**src/rtl/button_events_pkg.sv**
```systemverilog
// Shared button definitions: FSM state encodings and a timer width helper
// used by the button blocks.
package button_events_pkg;

    typedef enum logic [1:0] {
        LOCKOUT   = 2'd0,
        IDLE      = 2'd1,
        PRESSED   = 2'd2,
        LONG_HELD = 2'd3
    } btn_state_e;

    // A one-cycle threshold would still need a one-bit counter.
    function automatic int timer_width(input int cycles);
        return (cycles > 1) ? $clog2(cycles) : 1;
    endfunction

endpackage

```
**src/rtl/button_events_hold_timer.sv**
```systemverilog
// Hold timer: counts enabled cycles after a clear, saturating at LONG_CYCLES-1
// and flagging done while it sits at that value.
module hold_timer
    import button_events_pkg::*;
#(
    parameter int LONG_CYCLES = 12000000
) (
    input  logic clk,
    input  logic rst,
    input  logic clr,
    input  logic en,
    output logic done
);

    localparam int TW = timer_width(LONG_CYCLES);
    localparam logic [TW-1:0] LAST = TW'(LONG_CYCLES - 1);

    logic [TW-1:0] cnt_q;
    logic [TW-1:0] cnt_d;

    always_comb begin
        cnt_d = cnt_q;
        if (clr) begin
            cnt_d = '0;
        end else if (en && (cnt_q != LAST)) begin
            cnt_d = cnt_q + TW'(1);
        end
    end

    always_ff @(posedge clk) begin
        if (rst) begin
            cnt_q <= '0;
        end else begin
            cnt_q <= cnt_d;
        end
    end

    assign done = (cnt_q == LAST);

endmodule

```
**src/rtl/button_events.sv**
```systemverilog
// Button event generator: turns a debounced level into press/release/click/
// long-press pulses plus a press counter, with all outputs registered.
module button_events
    import button_events_pkg::*;
#(
    parameter int LONG_CYCLES = 12000000,
    parameter int CNT_W       = 8
) (
    input  logic             clk,
    input  logic             rst,
    input  logic             sw_in,
    output logic             pressed,
    output logic             press,
    output logic             release_pulse,
    output logic             click,
    output logic             long_press,
    output logic [CNT_W-1:0] count
);

    btn_state_e       state_q, state_d;
    logic             pressed_q, pressed_d;
    logic             press_q, press_d;
    logic             release_q, release_d;
    logic             click_q, click_d;
    logic             long_q, long_d;
    logic [CNT_W-1:0] count_q, count_d;
    logic             tmr_clr, tmr_en, tmr_done;

    hold_timer #(
        .LONG_CYCLES(LONG_CYCLES)
    ) u_hold_timer (
        .clk (clk),
        .rst (rst),
        .clr (tmr_clr),
        .en  (tmr_en),
        .done(tmr_done)
    );

    always_comb begin
        state_d   = state_q;
        press_d   = 1'b0;
        release_d = 1'b0;
        click_d   = 1'b0;
        long_d    = 1'b0;
        count_d   = count_q;
        tmr_clr   = 1'b0;
        tmr_en    = 1'b0;

        case (state_q)
            // A button already down at reset must be seen released first.
            LOCKOUT: begin
                if (!sw_in) state_d = IDLE;
            end
            IDLE: begin
                if (sw_in) begin
                    state_d = PRESSED;
                    tmr_clr = 1'b1;
                    press_d = 1'b1;
                    count_d = count_q + CNT_W'(1);
                end
            end
            PRESSED: begin
                if (sw_in) begin
                    tmr_en = 1'b1;
                    if (tmr_done) begin
                        state_d = LONG_HELD;
                        long_d  = 1'b1;
                    end
                end else begin
                    state_d   = IDLE;
                    release_d = 1'b1;
                    click_d   = 1'b1;
                end
            end
            LONG_HELD: begin
                if (sw_in) begin
                    tmr_en = 1'b1;
                end else begin
                    state_d   = IDLE;
                    release_d = 1'b1;
                end
            end
            default: state_d = LOCKOUT;
        endcase

        pressed_d = (state_d == PRESSED) || (state_d == LONG_HELD);
    end

    always_ff @(posedge clk) begin
        if (rst) begin
            state_q   <= LOCKOUT;
            pressed_q <= 1'b0;
            press_q   <= 1'b0;
            release_q <= 1'b0;
            click_q   <= 1'b0;
            long_q    <= 1'b0;
            count_q   <= '0;
        end else begin
            state_q   <= state_d;
            pressed_q <= pressed_d;
            press_q   <= press_d;
            release_q <= release_d;
            click_q   <= click_d;
            long_q    <= long_d;
            count_q   <= count_d;
        end
    end

    assign pressed       = pressed_q;
    assign press         = press_q;
    assign release_pulse = release_q;
    assign click         = click_q;
    assign long_press    = long_q;
    assign count         = count_q;

endmodule

```
**config.mk**
```make
export PLATFORM = sky130hd
export DESIGN_NAME = button_events
export DESIGN_NICKNAME = d
export VERILOG_FILES = /design/src/rtl/button_events_pkg.sv /design/src/rtl/button_events_hold_timer.sv /design/src/rtl/button_events.sv
export SDC_FILE = /design/constraint.sdc
export NUM_CORES = 1
export LEC_CHECK = 0
export CORE_MARGIN = 2
export CORE_UTILIZATION = 50
export DETAILED_ROUTE_END_ITERATION = 6
export HOLD_SLACK_MARGIN = 0.1
export PLACE_DENSITY_LB_ADDON = 0.2
export SETUP_SLACK_MARGIN = 0.15
export SLEW_MARGIN = 30
export SYNTH_ARGS = -nofsm -noshare
export SYNTH_HDL_FRONTEND = slang
export SYNTH_SLANG_ARGS = --single-unit
```
**constraint.sdc**
```tcl
create_clock -name clk -period 2.3 [get_ports clk]
set_clock_uncertainty 0.15 [all_clocks]
set_input_delay 0.23 -clock clk [delete_from_list [all_inputs] [get_ports clk]]
set_output_delay 0.23 -clock clk [all_outputs]
set_load 0.02 [all_outputs]
```
; ---- After elaboration in Yosys (flattened, before gate mapping)
; Index checks and enable logic that the tools add are counted.
; W data, S select, Z words.
[word_totals]
ff_bits = 39
inputBits = 3
out_inout_bits = 13
wordCells = 40
[classes]
add_sub_neg = 2
n_eq_ne = 7
n_mux = 10
n_reduce_logical = 10
n_bitwise = 3
[op_table]
columns = cell, count
row1 = $add A24 B1 Y24 const B, 1
row2 = $eq A24 B24 Y1 const B, 1
row3 = $ne A24 B24 Y1 const B, 1
row4 = $reduce_or A2 Y1, 5
row5 = $add A8 B1 Y8 const B, 1
row6 = $eq A2 B2 Y1 const B, 4
row7 = $mux W2, 4
row8 = $pmux W2 S3, 1
row9 = $mux W1, 5
row10 = $not A1 Y1, 3
row11 = $reduce_or A3 Y1, 1
row12 = $eq A2 B1 Y1 const B, 1
row13 = $logic_not A2 Y1, 1
row14 = $reduce_and A2 Y1, 1
row15 = $logic_and A1 B1 Y1, 1
row16 = $logic_or A1 B1 Y1, 1

; ---- Longest topological paths before layout
; Gate-level depths: netlist of run 1.
[logic_depth]
word_depth = 6
ltp_mapped = 8
mapped_depth_nobuf = 7

; ---- By module
; Synthesis of run 1 repeated with hierarchy kept, for this count alone.
[unflattened]
cells_unflattened = 210
area_unflattened_um2 = 1825.5
[modules_own_cells]
columns = mod, seq_area_each_um2, instances, area_each_um2, cells_per_inst
row1 = hold_timer, 480.5, 1, 1196.1, 141
row2 = button_events, 280.3, 1, 629.4, 69

; ---- Worst setup path after synthesis of run 1
; No wires, ideal clock.
[synth_timing]
path_type = register to register
from = register state_q[0]
to = register u_hold_timer.cnt_q[12]
required_time_ps = 2022
period_less_slack_ps = 1842
t_arrival_ps = 1564
setup_time_ps = 128
path_slack_ps = 458
path_stages_with_launch = 8
n_path_buf = 0
cell_sequence = dfxtp_1 -> inv_1 -> ha_1 -> o21a_1 -> nand3_1 -> a2111oi_2 -> xnor2_1 -> nor2_1
[synth_via]
elab_chain_cells = 4
elab_cells_between_ends = 8
cone_classes = 3 x eq/ne / 2 x mux / 3 x reduce/logical
[synth_rtl]
columns = item, line
row1 = start: declaration, button_events.sv:20  ; btn_state_e state_q, state_d;
row2 = start signal: assignment, button_events.sv:99  ; state_q <= state_d;
row3 = $eq A2 B2 Y1, button_events.sv:49  ; case (state_q)
row4 = $reduce_or A2 Y1 (no line), --
row5 = $mux W1, --
row6 = $logic_and A1 B1 Y1, button_events_hold_timer.sv:25  ; end else if (en && (cnt_q != LAST)) begin
row7 = end signal: assignment, button_events_hold_timer.sv:34  ; cnt_q <= cnt_d;
row8 = end: declaration, button_events_hold_timer.sv:18  ; logic [TW-1:0] cnt_q;
; Several ways; a longest one is shown, not always the timed one.
; A chain may end at the register's enable or synchronous reset.

; ---- Worst setup path in the final report of run 1
[layout_timing]
from = register state_q[1]
to = register u_hold_timer.cnt_q[12]
; The elaborated chain is that of the path after synthesis.

==> results_dict.tcl, run 1 <==
set metrics [dict create \
    r2r-start "state_q[1]" \
    drive_gt1_frac 0.106 \
    p_leak_nw 0.825 \
    area_delta_synth_final_pct 15.5 \
    avgSynthCellArea_um2 8.55 \
    r2r_setup_slack_ns 0.31 \
    drc 0 \
    route.detailed.wl_per_inst_um 13.9 \
    clock_sinks 39 \
    ys_seq_elements 39 \
    r2r_cells 6 \
    antenna_found_initial 0 \
    synth.net_count 242 \
    h-tree-depth 2 \
    finalPower_w 0.00128 \
    swShare 0.243 \
    clk_latency_ns 0.29 \
    reg2reg_to "u_hold_timer.cnt_q[12]" \
    dieArea_mm2 0.00450 \
    report.final.slew_viol_count 0 \
    track_usage 0.204 \
    p_seq_frac 0.541 \
    coreArea_mm2 0.00374 \
    crit_type "reg2reg" \
    post-cts-setup-buffers 0 \
    multi_input_area_mm2 0.00113 \
    p_clk_frac 0.362 \
    crit_arrival_ns 2.02 \
    cp_slowest_cell "dfxtp_1" \
    relSlewSlack 0.692 \
    ys_warn_count 0 \
    finalSetupViolations 0 \
    nets 263 \
    worstHoldStart "u_hold_timer.cnt_q[5]" \
    status "finished clean" \
    cts_hold_buf 0 \
    cts_root_buffer "clkbuf_8" \
    maxCapViolations 0 \
    cts_made_buffers 5 \
    path_clk_slew_ns 0.07 \
    worstPathCellList "ha_2 -> o21a_1 -> nand3_1 -> a2111oi_2 -> xnor2_1 -> nor2_1" \
    worstSetupEndpointType "flop" \
    p_int_w 0.000973 \
    die_w_um 67.1 \
    slowest_delay_ns 0.43 \
    p_comb_frac 0.096 \
    setup_tns_ns 0 \
    rows 22 \
    worst_pin_slew_ns 0.459 \
    seqCellArea_um2 781 \
    tritoncts "done" \
    io_buffers 15 \
    grt_max_degree 15 \
    overflow 0 \
    netlist_instances 233 \
    clockBufferDepth 2 \
    crit_path_start_kind "flop" \
    worstPathMaxFanout 7 \
    firstDrtPassIters 4 \
    netlist_area_mm2 0.00199 \
    vias 1734 \
    min_period_ns 1.99 \
    p_sw_w 0.000312 \
    viasPerCell 5.74 \
    grt_pass1_wl_um 6970 \
    holdPathEnd "u_hold_timer.cnt_q[5]" \
    fill_cells 349 \
    rsz0062_at_grt "false" \
    hold_path.class "reg2reg" \
    period_share 0.863 \
    ir_drop_uv 431 \
    worstPathRequired_ns 2.34 \
    dpl.hpwl_um 3150 \
    detail-route-antenna-nets 0 \
    n_antenna_cell 0 \
    place.gp.congestion 0.873 \
    synth_edf_count 0 \
    start_util 0.532 \
    synthArstFlopShare 0 \
    drt_iter0_markers 137 \
    ys_seq_area_frac 0.392 \
    fp.dieH_um 67.1 \
    max_freq_mhz 504 \
    synth_cell_types 47 \
    ios 16 \
    hold_viol_final 0 \
    cts_resized 0 \
    grt_pass1_vias 1544 \
    powerDensity_mw_per_mm2 559 \
    whs_path_depth 2 \
    utilization 0.614 \
    cp.buffers_inverters 0 \
    critPathTopFamily "compound AO/OA/AOI/OAI gates" \
    synthFlopType "dfxtp_1" \
    fin_hold_ws_ns 0.339 \
    drt_wl_total_um 4200 \
]
-- cells by family after synthesis --
group,after synthesis,share of synthesized area
AND/OR/NAND/NOR,118,0.330
multiplexers,2,0.0101
XOR/XNOR,13,0.0572
AO/OA/AOI/OAI,39,0.128
buffers and inverters,16,0.0446
adder cells (fa/ha/maj),6,0.0377
flip-flops,39,0.392
-- per-stage QoR --
step / area (µm²) / setup WS (ns) / instances
after floorplan: 1990 / 0.458 / 233
after global placement: 2200 / 0.230 / 295
after detailed placement: 2200 / 0.240 / 295
after CTS: 2290 / 0.214 / 302
after global routing: 2300 / 0.164 / 302
final: 2300 / 0.314 / 302
-- flip-flops by register name, summed over array words and instances (netlist names) --
name and flops:
u_hold_timer.cnt_q 24, press 1, release_pulse 1, state_q 2, count 8, pressed 1, long_press 1, click 1
-- metal layers --
metal	GRT usage	vias up	wire, µm
met4	0.0663	0	51
met2	0.318	36	1960
met3	0.0574	6	177
li1	-	877	-
met1	0.270	815	2010
met5	0	-	0
-- power by group through the flow --
stage / registers (W) / clock network, W / logic [W]
6_report: 0.000695 / 0.000466 / 0.000124
5_1_grt: 0.000697 / 0.000506 / 0.000138
4_1_cts: 0.000695 / 0.000482 / 0.000124
3_5_place_dp: 0.000711 / 0 / 0.000123
3_3_place_gp: 0.000711 / 0 / 0.000121
2_1_floorplan: 0.000715 / 0 / 0.0000760
-- worst max-delay path by stage --
stage	endpoint	slack [ns]	from	depth (start not counted)
after floorplan	u_hold_timer.cnt_q[12]	0.46	state_q[0]	7
after global routing	u_hold_timer.cnt_q[12]	0.16	state_q[1]	6
after detailed placement	u_hold_timer.cnt_q[0]	0.24	u_hold_timer.cnt_q[14]	6
after CTS	u_hold_timer.cnt_q[0]	0.21	u_hold_timer.cnt_q[14]	6
after global placement	u_hold_timer.cnt_q[0]	0.23	u_hold_timer.cnt_q[14]	6
final	u_hold_timer.cnt_q[12]	0.31	state_q[1]	6
-- tightest hold or removal path, stage by stage (launching register included) --
cell and delay, ns:
dfxtp_1 0.32, o31ai_1 0.07, a21oi_1 0.06
-- layout make-up --
cell class,instances,area share
Inverter,6,0.00979
Clock inverter,1,0.00218
Timing Repair Buffer,24,0.0947
Sequential cell,39,0.339
Tap cell,48,0.0261
Clock buffer,6,0.0359
Multi-Input combinational cell,178,0.492
-- Yosys cell counts, drive strengths merged, types with 4 or more instances --
cell	n	area [µm²]
a211oi	4	30.0
a21oi	10	50.1
and2	4	25.0
and3	4	25.0
buf	6	51.3
clkbuf	4	15.0
dfxtp	39	781
ha	6	75.1
inv	6	22.5
nand2	24	90.1
nand3	22	115
nand4	8	56.3
nor2	24	90.1
nor3	4	31.3
o21ai	12	63.8
or3	10	62.6
or4	6	48.8
xnor2	5	43.8
xor2	8	70.1
-- cell usage in the layout, fill, tap and decap left out, types with 2 or more instances in the layout --
cell,netlist,final
nand3_1,21,21
nand4_1,7,7
dfxtp_1,39,39
a211oi_1,4,4
or3_1,10,10
xor2_1,8,8
o21ai_0,8,8
nor3_1,3,3
mux2i_1,2,2
buf_4,1,9
and2_1,3,3
and4_1,2,2
or4_1,5,5
a21oi_1,10,10
clkdlybuf4s50_1,0,15
o211ai_1,3,3
clkbuf_8,0,6
o21ai_1,3,3
a31oi_1,2,2
o31ai_1,3,3
inv_1,6,6
nand2_1,24,24
xnor2_1,5,5
nor3b_1,2,2
and3_1,4,4
ha_1,6,5
nor2_1,24,24
(Power assumes the default switching activity.)
==> inputs of run 2 (changes only) <==
--- a/config.mk
+++ b/config.mk
@@ -8,6 +8,7 @@
 export CORE_MARGIN = 2
 export CORE_UTILIZATION = 50
 export DETAILED_ROUTE_END_ITERATION = 6
+export GPL_ROUTABILITY_DRIVEN = 1
 export HOLD_SLACK_MARGIN = 0.1
 export PLACE_DENSITY_LB_ADDON = 0.2
 export SETUP_SLACK_MARGIN = 0.15
==> results of run 2 <==
Final layout, timing and power as in run 1 (identical DEF).
==> inputs of run 3 (changes only) <==
--- a/config.mk
+++ b/config.mk
@@ -5,7 +5,6 @@
 export SDC_FILE = /design/constraint.sdc
 export NUM_CORES = 1
 export LEC_CHECK = 0
-export CORE_MARGIN = 2
 export CORE_UTILIZATION = 50
 export DETAILED_ROUTE_END_ITERATION = 6
 export GPL_ROUTABILITY_DRIVEN = 1
==> run 3 against run 2 <==
Register-to-register slack barely moved; sequential share of layout area fell by 0.38 points; global-route usage rose by 0.83 points; via count fell by 0.17%; largest power group unchanged; highest routed layer unchanged.
==> results_dict.tcl, run 3 (same netlist as run 1, synthesis figures left out) <==
set metrics [dict create \
    status "finished clean" \
    firstDrtPassIters 5 \
    rsz0062_at_grt "false" \
    drive_gt1_frac 0.106 \
    drt_wl_total_um 4270 \
    dieArea_mm2 0.00424 \
    drc 0 \
    io_buffers 15 \
    min_period_ns 1.98 \
    cts_root_buffer "clkbuf_8" \
    r2r-start "u_hold_timer.cnt_q[14]" \
    worstPathMaxFanout 9 \
    report.final.slew_viol_count 0 \
    fin_area_mm2 0.00233 \
    h-tree-depth 2 \
    placed_area_mm2 0.00220 \
    clock_sinks 39 \
    nets 263 \
    cts_made_buffers 5 \
    layout_commonest_cell "dfxtp_1" \
    setup_tns_ns 0 \
    max_freq_mhz 504 \
    route.detailed.wl_per_inst_um 14.1 \
    dpl_worst_slack_ns 0.245 \
    crit_path_start_kind "flop" \
    grt_pass1_wl_um 6960 \
    regMostFlops "u_hold_timer.cnt_q" \
    largest_reg_flops 24 \
    antenna_found_initial 0 \
    fin_hold_ws_ns 0.351 \
    clk_latency_ns 0.29 \
    ir_drop_uv 374 \
    track_usage 0.212 \
    overflow 0 \
    drt_iter0_markers 72 \
    hold_viol_final 0 \
    finalSetupViolations 0 \
    coreArea_mm2 0.00374 \
    tritoncts "done" \
    rows 22 \
    hold_path.class "reg2reg" \
    n_antenna_cell 0 \
    powerDensity_mw_per_mm2 596 \
    crit_type "reg2reg" \
    grt_pass1_vias 1562 \
    vias 1731 \
    detail-route-antenna-nets 0 \
    maxCapViolations 0 \
    post-cts-setup-buffers 0 \
    utilization 0.621 \
    area_delta_synth_final_pct 16.8 \
    clockBufferDepth 2 \
    worstHoldStart "u_hold_timer.cnt_q[5]" \
    start_util 0.532 \
    timing.final.ws_setup_ns 0.318 \
    p_leak_nw 0.834 \
    die_w_um 65.1 \
    dpl.hpwl_um 3090 \
    viasPerCell 5.71 \
    worstSetupEndpointType "flop" \
    cp-startpoint "u_hold_timer.cnt_q[14]" \
    period_share 0.862 \
    relSlewSlack 0.662 \
    worstPathRequired_ns 2.33 \
    worst_pin_slew_ns 0.504 \
    ios 16 \
    grt_max_degree 15 \
    path_clk_slew_ns 0.08 \
    mostFrequentLayoutCells "dfxtp_1, nand2_1, nor2_1, nand3_1, clkdlybuf4s50_1" \
    fp.dieH_um 65.1 \
    place.gp.congestion 0.896 \
    crit_arrival_ns 2.02 \
]
-- run 3: cell count changes in the layout (fill, tap and decap cells not counted), sizes merged --
cell    previous run  this run
clkinv             1         2
clkbuf             6         5
bufinv             0         1
-- run 3: cell type report --
cell class,instances,area [µm²]
Clock buffer,5,68.8
Tap cell,48,60.1
Timing Repair Buffer,24,218
Sequential cell,39,781
Fill cell,345,1420
Inverter,6,22.5
Multi-Input combinational cell,178,1130
Clock inverter,3,43.8
-- run 3: repair_timing --
action	CTS	global route
endpoints found under the setup margin	0	2
hold buffers	0	0
resized for setup	0	2
-- run 3: critical path, cell delays in order, from the launching register on --
cell	delay, ns
dfxtp_1	0.36
nor4b_1	0.42
nand4_1	0.27
o21ai_4	0.30
buf_4	0.19
xor2_1	0.14
nor2_1	0.05
-- run 3: final timing paths --
path              cells after the start  slack [ns]                     to
setup / recovery                      6        0.32  u_hold_timer.cnt_q[0]
hold / removal                        2        0.35  u_hold_timer.cnt_q[5]
setup reg to reg                      6        0.32  u_hold_timer.cnt_q[0]
hold reg to reg                       2        0.35  u_hold_timer.cnt_q[5]
-- run 3: power by group --
group          total (W)  internal, W  switching, W
Sequential      0.000695     0.000685     0.0000106
Clock           0.000568     0.000323      0.000245
Combinational   0.000123    0.0000529     0.0000704
Total            0.00139      0.00106      0.000326
-- run 3: metrics by stage --
stage,std cells,power [W]
after floorplan,233,0.000791
after global placement,295,0.000831
after detailed placement,295,0.000832
after CTS,303,0.00139
after global routing,303,0.00144
final,303,0.00139
-- run 3: routing by layer --
metal | vias to the layer above | wire length (µm) | global-route usage
met4 | 0 | 55 | 0.0707
li1 | 885 | - | -
met5 | - | 0 | 0
met3 | 8 | 174 | 0.0556
met1 | 804 | 2130 | 0.278
met2 | 34 | 1910 | 0.337
